<file path="src/rtl/ps2_keyboard_if.sv">
// Keystroke handshake between the keyboard front end and the rotor pipeline.
// The master side holds a letter index; the slave side accepts it with key_ready.
interface ps2_keyboard_if;
    logic [4:0] key_code;
    logic       key_valid;
    logic       key_ready;

    modport master (output key_code, output key_valid, input key_ready);
    modport slave  (input key_code, input key_valid, output key_ready);
endinterface

</file>
<file path="src/rtl/ps2_keyboard.sv">
// PS/2 keyboard front end: conditions the pins, receives 11-bit frames and turns
// letter make codes into one 5-bit index per physical key press.
module ps2_keyboard #(
    parameter int FILTER_LEN     = 8,
    parameter int TIMEOUT_CYCLES = 20000
) (
    input  logic           i_clk,
    input  logic           i_rst,
    input  logic           i_ps2_clk,
    input  logic           i_ps2_data,
    ps2_keyboard_if.master kbd,
    output logic           o_frame_err,
    output logic           o_overrun
);

    localparam int TW = $clog2(TIMEOUT_CYCLES + 1);
    localparam logic [TW-1:0] TO_LIMIT = TW'(TIMEOUT_CYCLES);
    localparam logic [TW-1:0] TO_ONE   = TW'(1);

    localparam logic [1:0] S_IDLE   = 2'd0;
    localparam logic [1:0] S_DATA   = 2'd1;
    localparam logic [1:0] S_PARITY = 2'd2;
    localparam logic [1:0] S_STOP   = 2'd3;

    // Set-2 make code to {hit, letter index}
    function automatic logic [5:0] letter_lookup(input logic [7:0] code);
        case (code)
            8'h1C:   letter_lookup = {1'b1, 5'd0};
            8'h32:   letter_lookup = {1'b1, 5'd1};
            8'h21:   letter_lookup = {1'b1, 5'd2};
            8'h23:   letter_lookup = {1'b1, 5'd3};
            8'h24:   letter_lookup = {1'b1, 5'd4};
            8'h2B:   letter_lookup = {1'b1, 5'd5};
            8'h34:   letter_lookup = {1'b1, 5'd6};
            8'h33:   letter_lookup = {1'b1, 5'd7};
            8'h43:   letter_lookup = {1'b1, 5'd8};
            8'h3B:   letter_lookup = {1'b1, 5'd9};
            8'h42:   letter_lookup = {1'b1, 5'd10};
            8'h4B:   letter_lookup = {1'b1, 5'd11};
            8'h3A:   letter_lookup = {1'b1, 5'd12};
            8'h31:   letter_lookup = {1'b1, 5'd13};
            8'h44:   letter_lookup = {1'b1, 5'd14};
            8'h4D:   letter_lookup = {1'b1, 5'd15};
            8'h15:   letter_lookup = {1'b1, 5'd16};
            8'h2D:   letter_lookup = {1'b1, 5'd17};
            8'h1B:   letter_lookup = {1'b1, 5'd18};
            8'h2C:   letter_lookup = {1'b1, 5'd19};
            8'h3C:   letter_lookup = {1'b1, 5'd20};
            8'h2A:   letter_lookup = {1'b1, 5'd21};
            8'h1D:   letter_lookup = {1'b1, 5'd22};
            8'h22:   letter_lookup = {1'b1, 5'd23};
            8'h35:   letter_lookup = {1'b1, 5'd24};
            8'h1A:   letter_lookup = {1'b1, 5'd25};
            default: letter_lookup = {1'b0, 5'd0};
        endcase
    endfunction

    logic [1:0]            r_clk_sync;
    logic [1:0]            r_data_sync;
    logic [FILTER_LEN-1:0] r_filt_sr;
    logic                  r_clk_filt;

    logic [1:0]            r_state;
    logic [2:0]            r_bit_cnt;
    logic [7:0]            r_shift;
    logic                  r_parity;
    logic [TW-1:0]         r_to_cnt;
    logic                  r_frame_err;

    logic                  r_ext;
    logic                  r_brk;
    logic                  r_held_vld;
    logic [4:0]            r_held_code;

    logic [4:0]            r_key_code;
    logic                  r_key_valid;
    logic                  r_overrun;

    logic                  w_fall;
    logic                  w_bit;
    logic                  w_frame_ok;
    logic                  w_byte_good;
    logic [5:0]            w_lk;
    logic                  w_emit;
    logic                  w_ext_nx;
    logic                  w_brk_nx;
    logic                  w_held_clr;
    logic                  w_ready;

    assign w_bit       = r_data_sync[1];
    assign w_fall      = r_clk_filt & (r_filt_sr == {FILTER_LEN{1'b0}});
    assign w_frame_ok  = w_bit & (^{r_shift, r_parity});
    assign w_byte_good = w_fall & (r_state == S_STOP) & w_frame_ok;
    assign w_ready     = kbd.key_ready;

    // Pin synchronizers and ps2_clk glitch filter
    always_ff @(posedge i_clk or posedge i_rst) begin
        if (i_rst) begin
            r_clk_sync  <= 2'b11;
            r_data_sync <= 2'b11;
            r_filt_sr   <= {FILTER_LEN{1'b1}};
            r_clk_filt  <= 1'b1;
        end else begin
            r_clk_sync  <= {r_clk_sync[0], i_ps2_clk};
            r_data_sync <= {r_data_sync[0], i_ps2_data};
            r_filt_sr   <= {r_filt_sr[FILTER_LEN-2:0], r_clk_sync[1]};
            if (r_filt_sr == {FILTER_LEN{1'b1}}) begin
                r_clk_filt <= 1'b1;
            end else if (r_filt_sr == {FILTER_LEN{1'b0}}) begin
                r_clk_filt <= 1'b0;
            end else begin
                r_clk_filt <= r_clk_filt;
            end
        end
    end

    // Frame receiver with mid-frame timeout
    always_ff @(posedge i_clk or posedge i_rst) begin
        if (i_rst) begin
            r_state     <= S_IDLE;
            r_bit_cnt   <= 3'd0;
            r_shift     <= 8'd0;
            r_parity    <= 1'b0;
            r_to_cnt    <= {TW{1'b0}};
            r_frame_err <= 1'b0;
        end else begin
            r_frame_err <= 1'b0;
            if (r_state == S_IDLE) begin
                r_to_cnt <= {TW{1'b0}};
                if (w_fall && !w_bit) begin
                    r_state   <= S_DATA;
                    r_bit_cnt <= 3'd0;
                end
            end else if (w_fall) begin
                r_to_cnt <= {TW{1'b0}};
                case (r_state)
                    S_DATA: begin
                        r_shift   <= {w_bit, r_shift[7:1]};
                        r_bit_cnt <= r_bit_cnt + 3'd1;
                        if (r_bit_cnt == 3'd7) begin
                            r_state <= S_PARITY;
                        end
                    end
                    S_PARITY: begin
                        r_parity <= w_bit;
                        r_state  <= S_STOP;
                    end
                    S_STOP: begin
                        r_state <= S_IDLE;
                        if (!w_frame_ok) begin
                            r_frame_err <= 1'b1;
                        end
                    end
                    default: r_state <= S_IDLE;
                endcase
            end else if (r_to_cnt == TO_LIMIT) begin
                r_frame_err <= 1'b1;
                r_state     <= S_IDLE;
                r_to_cnt    <= {TW{1'b0}};
            end else begin
                r_to_cnt <= r_to_cnt + TO_ONE;
            end
        end
    end

    // Scan-code decoder: prefixes, break release and typematic suppression
    always_comb begin
        w_lk       = letter_lookup(r_shift);
        w_emit     = 1'b0;
        w_ext_nx   = r_ext;
        w_brk_nx   = r_brk;
        w_held_clr = 1'b0;
        if (w_byte_good) begin
            if (r_shift == 8'hE0) begin
                w_ext_nx = 1'b1;
            end else if (r_shift == 8'hF0) begin
                w_brk_nx = 1'b1;
            end else if (r_ext) begin
                w_ext_nx = 1'b0;
                w_brk_nx = 1'b0;
            end else if (r_brk) begin
                w_brk_nx   = 1'b0;
                w_held_clr = w_lk[5] & r_held_vld & (w_lk[4:0] == r_held_code);
            end else if (w_lk[5] && !(r_held_vld && (r_held_code == w_lk[4:0]))) begin
                w_emit = 1'b1;
            end else begin
                w_emit = 1'b0;
            end
        end else begin
            w_emit = 1'b0;
        end
    end

    // Decoder flags and held-key tracking
    always_ff @(posedge i_clk or posedge i_rst) begin
        if (i_rst) begin
            r_ext       <= 1'b0;
            r_brk       <= 1'b0;
            r_held_vld  <= 1'b0;
            r_held_code <= 5'd0;
        end else begin
            r_ext <= w_ext_nx;
            r_brk <= w_brk_nx;
            if (w_emit) begin
                r_held_vld  <= 1'b1;
                r_held_code <= w_lk[4:0];
            end else if (w_held_clr) begin
                r_held_vld <= 1'b0;
            end
        end
    end

    // Single-entry output register; a full, stalled register drops the letter
    always_ff @(posedge i_clk or posedge i_rst) begin
        if (i_rst) begin
            r_key_code  <= 5'd0;
            r_key_valid <= 1'b0;
            r_overrun   <= 1'b0;
        end else begin
            r_overrun <= 1'b0;
            if (w_emit) begin
                if (!r_key_valid || w_ready) begin
                    r_key_code  <= w_lk[4:0];
                    r_key_valid <= 1'b1;
                end else begin
                    r_overrun <= 1'b1;
                end
            end else if (r_key_valid && w_ready) begin
                r_key_valid <= 1'b0;
            end
        end
    end

    assign kbd.key_code  = r_key_code;
    assign kbd.key_valid = r_key_valid;
    assign o_frame_err   = r_frame_err;
    assign o_overrun     = r_overrun;

endmodule

</file>
<file path="src/flat_wrapper.sv">
// flat-port wrapper written by rule: the top's interface ports become plain ports
module ps2_keyboard_flat 
#(
    parameter int FILTER_LEN     = 8,
    parameter int TIMEOUT_CYCLES = 20000
)
  (i_clk, i_rst, i_ps2_clk, i_ps2_data, o_frame_err, o_overrun, kbd_key_code, kbd_key_valid, kbd_key_ready);
  ps2_keyboard_if kbd_i ();
  input  logic i_clk;
  input  logic i_rst;
  input  logic i_ps2_clk;
  input  logic i_ps2_data;
  output logic o_frame_err;
  output logic o_overrun;
  output wire logic [$bits(kbd_i.key_code)-1:0] kbd_key_code;
  output wire logic [$bits(kbd_i.key_valid)-1:0] kbd_key_valid;
  input wire logic [$bits(kbd_i.key_ready)-1:0] kbd_key_ready;
  assign kbd_key_code = kbd_i.key_code;
  assign kbd_key_valid = kbd_i.key_valid;
  assign kbd_i.key_ready = kbd_key_ready;
  ps2_keyboard #(.FILTER_LEN(FILTER_LEN), .TIMEOUT_CYCLES(TIMEOUT_CYCLES)) u_core (.i_clk(i_clk), .i_rst(i_rst), .i_ps2_clk(i_ps2_clk), .i_ps2_data(i_ps2_data), .kbd(kbd_i), .o_frame_err(o_frame_err), .o_overrun(o_overrun));
endmodule
</file>
<file path="config.mk">
export PLATFORM = sky130hd
export DESIGN_NAME = ps2_keyboard_flat
export DESIGN_NICKNAME = d
export VERILOG_FILES = /design/src/rtl/ps2_keyboard_if.sv /design/src/rtl/ps2_keyboard.sv /design/src/flat_wrapper.sv
export SDC_FILE = /design/constraint.sdc
export NUM_CORES = 1
export LEC_CHECK = 0
export BUFFER_PORTS_ARGS = -buffer_cell sky130_fd_sc_hd__buf_4
export CAP_MARGIN = 20
export CORE_AREA = 2 2 64 126
export CTS_CLUSTER_DIAMETER = 80
export DETAILED_ROUTE_END_ITERATION = 12
export DIE_AREA = 0 0 66 128
export HOLD_SLACK_MARGIN = 0.08
export PLACE_DENSITY = 0.59
export SLEW_MARGIN = 20
export SYNTH_ARGS = -nofsm -noshare
export SYNTH_HDL_FRONTEND = slang
export SYNTH_SLANG_ARGS = --single-unit
export TNS_END_PERCENT = 100
</file>
<file path="constraint.sdc">
create_clock -name i_clk -period 6.3 [get_ports i_clk]
set_clock_uncertainty 0.15 [all_clocks]
set_input_delay 0.945 -clock i_clk [delete_from_list [all_inputs] [get_ports i_clk]]
set_output_delay 0.945 -clock i_clk [all_outputs]
set_load 0.05 [all_outputs]
</file>
==> results.toml, run 1 <==
[sta]
min_period_ns = 3.36
fin_crit_sh = 0.533
slew_viol_final = 0
hold_violations = 0
rsz0062_at_grt = "no"
slew_headroom = 0.534
setup-tns-final_ns = 0
worstMarginPinSlew_ns = 0.699
setup_viol_count_final = 0
timing.fmax_mhz = 298

[pwr]
p_clk_frac = 0.500
pwr-share-seq = 0.415
p_int_uw = 790
p_per_area_nw_per_um2 = 276
irDropWorstVdd_uv = 243
power.switching_uw = 242
combPwrFrac = 0.085
p_sw_frac = 0.235
leakage_uw = 0.00160

[global_routing]
grt_pass1_wl_um = 12000
grt_max_degree = 59
grt_antenna_before_repair = 0
grt_pass1_vias = 2538
grt-ovfl-total = 0
grtUsageTotal = 0.191

[logic_synthesis]
ys_seq_area_frac = 0.447
syn_inst = 340
synthTopCellsByArea = "dfrtp_1, dfstp_2, mux2_2"
yosysMostFrequentCell = "dfrtp_1"
synth_common_cells = "dfrtp_1, nor2_1, nand2_1, a21oi_1"
async_flop_share = 1.00
synth.distinct_cells = 55
syn_area_um2 = 3280
synth_top_area_cell = "dfrtp_1"
yosysTopAreaCellShare = 0.343
synth-seq-cells = 58
yosys_warnings = 0
synth_nets = 355
synth-edff-count = 0
synth_area_per_cell_um2 = 9.65
synth_flop_cell = "dfrtp_1"

[cts]
ctsResizeCount = 0
post_cts_buffers = 0
h-tree-depth = 3
cts-buffers-inserted = 9
cts.path.max_buffers = 2
clock_sinks = 58
hold_buffers = 0
cts_tree = "built"
cts.clk_slew.worst_paths_ns = 0.05
worstSkewPairLatency_ns = 0.33
ctsRootBufferMaster = "clkbuf_16"

[worst_setup_path]
crit_fanout = 14
critical_path_class = "reg -> reg"
cp-start-kind = "register"
required_ns = 6.36
critPathCaptureType = "register"
arrival_ns = 3.42

[routing]
drt_iter0_drc = 128
drt-vias-per-instance = 5.63
ant_nets = 0
drc = 0
vias = 2507
dr.pass1.iters = 4
wl_per_cell_um = 15.9
drt-total-wl_um = 7070

[worst_hold_path]
hp-class = "reg -> reg"

[layout]
nFillCells = 716
instances_no_fill = 445
drive_gt1_frac = 0.185
syn2layout_area_growth_pct = 13.8
n_antenna_cell = 0
nets = 361
seq_area_um2 = 1470
multi_input_area_um2 = 1660

[outcome]
status = "finished clean"

[die]
start_util = 0.435
pin_count = 13
die_area_um2 = 8450
chipWidth_um = 66
coreArea_um2 = 7540
die_h_um = 128
num_rows = 45

[place]
routabilityCongestion = 0.825
place_hpwl_um = 5200
dp.cells = 429
io_buffers = 12

[job]
maxCapViolations = 0
[power by group through the flow]
stage	clock network, uW	logic (uW)	registers, uW
2_1_floorplan	0	71.7	427
3_5_place_dp	0	89.7	434
4_1_cts	529	90.1	429
5_1_grt	548	103	433
6_report	516	87.5	428
3_3_place_gp	0	86.8	433
[per-layer routing]
| metal | wire length [um] | GRT usage | share of wire | vias up |
|---|---|---|---|---|
| li1 | - | - | - | 1221 |
| met3 | 189 | 0.0465 | 0.027 | 23 |
| met2 | 3930 | 0.336 | 0.56 | 33 |
| met5 | 0 | 0 | 0 | - |
| met4 | 313 | 0.126 | 0.044 | 0 |
| met1 | 2630 | 0.195 | 0.37 | 1230 |
[area by class of cell]
class	instances	share of cell area
clock buffers	11	0.0650
well taps	94	0.0315
inverters	18	0.0181
flip-flops and latches	58	0.393
repair buffers	14	0.0282
clock inverters	5	0.0208
multi-input cells	245	0.443
[cells in the final DEF (no fill, tap or decap), drive strengths merged, types with 4 or more instances in the layout]
| master | netlist | final |
|---|---|---|
| a211oi | 4 | 4 |
| nor3 | 9 | 9 |
| ha | 10 | 10 |
| o21ai | 18 | 18 |
| and3 | 7 | 7 |
| nor2 | 28 | 28 |
| nand3 | 13 | 13 |
| inv | 18 | 18 |
| xor2 | 9 | 9 |
| buf | 9 | 14 |
| nand2b | 8 | 8 |
| nand2 | 27 | 27 |
| a21oi | 19 | 19 |
| nand4 | 9 | 9 |
| dfstp | 13 | 13 |
| dfrtp | 45 | 45 |
| clkbuf | 10 | 11 |
| nor2b | 5 | 5 |
| or3 | 5 | 5 |
| xnor2 | 13 | 13 |
| mux2 | 14 | 14 |
| mux2i | 5 | 5 |
[critical path: stages (launching register included)]
cell	delay, ns
dfrtp_1	0.60
inv_1	0.17
ha_1	0.35
xnor2_1	0.14
xnor2_1	0.21
xnor2_1	0.16
and4_1	0.34
nand4_2	0.26
a311oi_4	0.47
mux2_2	0.38
[state kept, by name, indices dropped and copies added (netlist names)]
name	count
u_core.r_state	2
u_core.r_ext	1
u_core.r_to_cnt	15
u_core.r_held_code	5
u_core.kbd.key_valid	1
u_core.r_clk_filt	1
u_core.r_held_vld	1
u_core.r_shift	8
u_core.kbd.key_code	5
u_core.r_filt_sr	8
u_core.r_bit_cnt	3
u_core.r_parity	1
u_core.o_frame_err	1
u_core.o_overrun	1
u_core.r_data_sync	2
u_core.r_brk	1
u_core.r_clk_sync	2
[through the flow]
step                      hold slack, ns  utilization  worst slack [ns]  total power, uW  instance area, um2
final                              0.204        0.495              2.94             1030                3730
after global routing               0.212        0.495              2.67             1080                3730
after CTS                          0.205        0.495              2.94             1050                3730
after detailed placement           0.197        0.452              2.96              524                3410
after global placement             0.197        0.452              2.94              520                3410
after floorplan                    0.195            -              3.55              498                3280
[kinds of logic after synthesis]
family                   count (synthesis)  share of synthesized area
multiplexers                            19                     0.0633
XOR/XNOR                                22                     0.0587
flip-flops                              58                      0.447
buffers and inverters                   37                     0.0484
AND/OR/NAND/NOR                        127                      0.199
adder cells (fa/ha/maj)                 10                     0.0381
AO/OA/AOI/OAI                           67                      0.145
[final timing paths]
check                                              end  cells after the start  slack (ns)             startpoint
worst min register to register   u_core.r_data_sync[1]                      0        0.20  u_core.r_data_sync[0]
worst min-delay path             u_core.r_data_sync[1]                      0        0.20  u_core.r_data_sync[0]
worst max register to register  u_core.kbd.key_code[2]                      9        2.94      u_core.r_shift[2]
worst max-delay path            u_core.kbd.key_code[2]                      9        2.94      u_core.r_shift[2]
min in group asynchronous          u_core.r_to_cnt[10]                      3        0.68                  i_rst
max in group asynchronous            u_core.r_shift[3]                      3        4.87                  i_rst
Power figures use the tool's default switching activity.
==> run 2, diff against run 1 <==
clock period = 3.45 ns   (was 6.3 ns; I/O delays follow)
==> run 2 against run 1 <==
Net effect:
- combinational power grew 90%
- setup slack lost 2.6 ns
- cell count grew 2.2%
- utilization grew 1.4 points
- largest power group unchanged
- hold slack lost 0.056 ns
- global-route usage grew 0.62 points
- cell area grew 2.9%
- critical endpoint is now u_core.kbd.key_valid
==> results.toml, run 2 (synthesis results as in run 1) <==
[sta]
rsz0062_at_grt = "no"
worstMarginPinSlew_ns = 0.887
slew_viol_final = 0
slew_headroom = 0.408
hold_violations = 0
fin_ws_ns = 0.373
setup-tns-final_ns = 0
timing.fmax_mhz = 325
fin_crit_sh = 0.892
setup_viol_count_final = 0
min_period_ns = 3.08

[place]
routabilityCongestion = 0.857
place_hpwl_um = 5590
dp_slack_ns = 0.379
io_buffers = 12

[global_routing]
grt_antenna_before_repair = 0
grt_pass1_vias = 2591
grt_max_degree = 53
grt-ovfl-total = 0
grtUsageTotal = 0.198
grt_pass1_wl_um = 12300

[outcome]
status = "finished clean"

[routing]
drt-vias-per-instance = 5.69
dr.pass1.iters = 4
drt_iter0_drc = 98
ant_nets = 0
drc = 0
vias = 2590
drt-total-wl_um = 7360
wl_per_cell_um = 16.2

[worst_setup_path]
critPathTopFamily = "compound AO/OA/AOI/OAI gates"
worst_path_max_delay_cell = "dfrtp_1"
arrival_ns = 3.14
critical_path_class = "reg -> reg"
critPathCaptureType = "register"
crit_chain = "inv_1 > o31a_1 > a2111oi_4 > xor2_1 > a2111oi_2 > a31oi_1 > or2_2"
worstReg2RegStart = "u_core.r_shift[5]"
crit_start = "u_core.r_shift[5]"
cp-start-kind = "register"
max_stage_delay_ns = 0.64
crit_fanout = 14
crit_buf_inv = 1
required_ns = 3.51

[layout]
drive_gt1_frac = 0.211
reg_top3 = "u_core.r_to_cnt: 15 flops, u_core.r_filt_sr: 8 flops, u_core.r_shift: 8 flops"
nets = 371
final_cell_mix = "dfrtp_1, nor2_1, nand2_1"
largest_reg_flops = 15
final_common_cell = "dfrtp_1"
top_register = "u_core.r_to_cnt"
n_antenna_cell = 0
nFillCells = 712
syn2layout_area_growth_pct = 17.1

[pwr]
leakage_uw = 0.00167
p_sw_frac = 0.224
p_int_uw = 1540
irDropWorstVdd_uv = 664
power.switching_uw = 442
p_clk_frac = 0.521
pwr-share-seq = 0.395
combPwrFrac = 0.084
p_per_area_nw_per_um2 = 515

[worst_hold_path]
hp-start = "i_ps2_data"
hp-class = "in -> reg"

[die]
num_rows = 45
coreArea_um2 = 7540
pin_count = 13
die_h_um = 128
chipWidth_um = 66
die_area_um2 = 8450
start_util = 0.435

[cts]
cts_tree = "built"
post_cts_buffers = 0
clock_sinks = 58
cts-buffers-inserted = 9
ctsRootBufferMaster = "clkbuf_16"
cts.clk_slew.worst_paths_ns = 0.05
ctsResizeCount = 0
h-tree-depth = 3
worstSkewPairLatency_ns = 0.33
hold_buffers = 0
cts.path.max_buffers = 2

[job]
maxCapViolations = 0
==> run 2: changes by cell type in the layout (fill, tap and decap cells not counted), sizes merged <==
cell / delta
buf: +10
bufinv: +1
clkinv: +1
clkinvlp: -1
inv: -1
==> run 2: power groups by stage <==
stage / Combinational (uW) / Clock (uW) / Sequential (uW)
floorplan: 131 / 0 / 779
global placement: 159 / 0 / 790
detailed placement: 169 / 0 / 792
CTS: 171 / 1050 / 781
global route: 198 / 1090 / 788
finish: 166 / 1030 / 781
==> run 2: cell type report <==
cell class | instances | area (um2) | share of cell area
inverter | 18 | 68.8 | 0.0179
tap | 94 | 118 | 0.0306
clock inverter | 5 | 100 | 0.0261
sequential | 58 | 1470 | 0.382
multi-input combinational | 245 | 1660 | 0.431
clock buffer | 11 | 253 | 0.0658
timing repair buffer | 24 | 180 | 0.0469
==> run 2: worst paths after layout <==
path / endpoint / slack, ns / cells after the start
max: u_core.kbd.key_valid / 0.37 / 7
min: u_core.r_data_sync[0] / 0.15 / 1
max reg2reg: u_core.kbd.key_valid / 0.37 / 7
min reg2reg: u_core.r_data_sync[1] / 0.20 / 0
max in group asynchronous: u_core.r_clk_filt / 2.23 / 3
min in group asynchronous: u_core.r_to_cnt[11] / 0.21 / 2
==> run 2: metrics by stage <==
stage / util / hold WS (ns) / instances / instance area, um2 / total power, uW
5_1_grt: 0.509 / 0.132 / 455 / 3840 / 2080
3_3_place_gp: 0.462 / 0.198 / 439 / 3490 / 949
3_5_place_dp: 0.462 / 0.198 / 439 / 3490 / 961
2_1_floorplan: - / 0.195 / 340 / 3280 / 910
4_1_cts: 0.509 / 0.135 / 455 / 3840 / 2010
6_report: 0.509 / 0.149 / 455 / 3840 / 1980
==> run 2: per-layer routing <==
| layer | global-route usage | vias to the layer above | part of all wire |
|---|---|---|---|
| met2 | 0.349 | 65 | 0.57 |
| met1 | 0.189 | 1269 | 0.35 |
| met5 | 0 | - | 0 |
| li1 | - | 1231 | - |
| met4 | 0.149 | 0 | 0.056 |
| met3 | 0.0492 | 25 | 0.028 |
==> run 3, diff against run 2 <==
CORE_AREA = 2 2 68 134   (was 2 2 64 126)
DIE_AREA = 0 0 70 136   (was 0 0 66 128)
PLACE_DENSITY = 0.53   (was 0.59)
==> run 3 against run 2 <==
Net effect:
- cell count is 1.8% higher
- largest power group unchanged
- count of clock-buffer cells in the layout down 1
- critical path depth unchanged
- critical endpoint unchanged
- global-route usage decreased by 2.0 points
- combinational power about the same
==> results.toml, run 3 (synthesis results as in run 1) <==
[layout]
drive_gt1_frac = 0.212
largest_reg_flops = 15
reg_top3 = "u_core.r_to_cnt: 15 flops, u_core.r_filt_sr: 8 flops, u_core.r_shift: 8 flops"
nets = 373
utilization = 0.452
instances_no_fill = 463
fin_area_um2 = 3850
top_register = "u_core.r_to_cnt"
multi_input_area_um2 = 1660
seq_area_um2 = 1470
final_common_cell = "dfrtp_1"
final_cell_mix = "dfrtp_1, nor2_1, nand2_1"
nFillCells = 830
n_antenna_cell = 0
syn2layout_area_growth_pct = 17.5

[die]
coreArea_um2 = 8530
num_rows = 48
die_area_um2 = 9520
pin_count = 13
chipWidth_um = 70
die_h_um = 136
start_util = 0.385

[worst_setup_path]
crit_start = "u_core.r_shift[5]"
cp-start-kind = "register"
critPathCaptureType = "register"
crit_chain = "inv_1 > o31a_1 > a2111oi_4 > xor2_1 > a2111oi_2 > a31oi_1 > or2_2"
required_ns = 3.51
cp.depth = 7
reg2regPathDepth = 7
critPathTopFamily = "compound AO/OA/AOI/OAI gates"
rr_endpoint = "u_core.kbd.key_valid"
crit_fanout = 12
worst_path_max_delay_cell = "dfrtp_1"
crit_buf_inv = 1
r2r_setup_slack_ns = 0.31
worstReg2RegStart = "u_core.r_shift[5]"
critical_path_class = "reg -> reg"
arrival_ns = 3.20
max_stage_delay_ns = 0.64
crit_path_end = "u_core.kbd.key_valid"

[global_routing]
grtUsageTotal = 0.178
grt_pass1_wl_um = 13000
grt_pass1_vias = 2681
grt-ovfl-total = 0
grt_antenna_before_repair = 0
grt_max_degree = 50

[job]
maxCapViolations = 0

[routing]
wl_per_cell_um = 16.9
ant_nets = 0
dr.pass1.iters = 4
drt-total-wl_um = 7810
drc = 0
vias = 2539
drt-vias-per-instance = 5.48
drt_iter0_drc = 112

[cts]
cts.clk_slew.worst_paths_ns = 0.06
cts-buffers-inserted = 9
hold_buffers = 0
cts_tree = "built"
post_cts_buffers = 0
worstSkewPairLatency_ns = 0.33
ctsResizeCount = 0
cts.path.max_buffers = 2
h-tree-depth = 3
ctsRootBufferMaster = "clkbuf_16"
clock_sinks = 58

[sta]
slew_headroom = 0.439
hold_violations = 0
worstMarginPinSlew_ns = 0.840
rsz0062_at_grt = "no"
timing.fmax_mhz = 319
setup_viol_count_final = 0
slew_viol_final = 0
hold_slack_ns = 0.153
min_period_ns = 3.14
fin_crit_sh = 0.909
setup-tns-final_ns = 0

[place]
routabilityCongestion = 0.980
place_hpwl_um = 5950
dp.cells = 447
io_buffers = 12
dpl_cell_area_um2 = 3510

[pwr]
p_per_area_nw_per_um2 = 507
irDropWorstVdd_uv = 369
leakage_uw = 0.00168

[worst_hold_path]
hp-class = "in -> reg"
holdPathStages = 1

[outcome]
status = "finished clean"
run 3: how the worst min path moves through the flow:
stage                                     start                     to  slack [ns]
final                                 i_ps2_clk   u_core.r_clk_sync[0]        0.15
after global routing                 i_ps2_data  u_core.r_data_sync[0]        0.14
after CTS                             i_ps2_clk   u_core.r_clk_sync[0]        0.14
after detailed placement  u_core.r_data_sync[0]  u_core.r_data_sync[1]        0.20
after global placement     u_core.r_clk_sync[1]    u_core.r_filt_sr[0]        0.20
after floorplan            u_core.r_clk_sync[0]   u_core.r_clk_sync[1]        0.20
run 3: worst reg2reg max path: cells and delay by family (launching register included):
| kind | cells | cell delay, ns |
|---|---|---|
| AOI/OAI and AO/OA | 4 | 1.54 |
| xor gates and xnor gates | 1 | 0.13 |
| buffers and inverters | 1 | 0.24 |
| DFF | 1 | 0.64 |
| and+or+nand+nor | 1 | 0.33 |
run 3: metal layers:
layer / GRT usage / up-vias / wire length, um / part of all wire
met4: 0.137 / 0 / 512 / 0.066
met3: 0.0326 / 37 / 202 / 0.026
met5: 0 / - / 0 / 0
li1: - / 1238 / - / -
met1: 0.167 / 1211 / 2710 / 0.35
met2: 0.331 / 53 / 4380 / 0.56
run 3: per-stage QoR:
step | total power, uW | setup WS [ns]
floorplan | 910 | 0.704
finish | 1950 | 0.314
CTS | 1980 | 0.338
detailed placement | 960 | 0.356
global placement | 955 | 0.343
global route | 2050 | 0.209
run 3: power by group:
group / leakage, uW / switching (uW) / internal [uW] / total (uW)
logic: 0.000762 / 102 / 62.6 / 164
clock network: 0.000170 / 290 / 718 / 1010
registers: 0.000748 / 49.3 / 733 / 782
total: 0.00168 / 441 / 1510 / 1950
run 3: cell type report:
type,instances,share of cell area
Timing Repair Buffer,26,0.0506
Clock buffer,10,0.0620
Tap cell,100,0.0325
Multi-Input combinational cell,245,0.429
Clock inverter,6,0.0269
Sequential cell,58,0.381
Inverter,18,0.0179
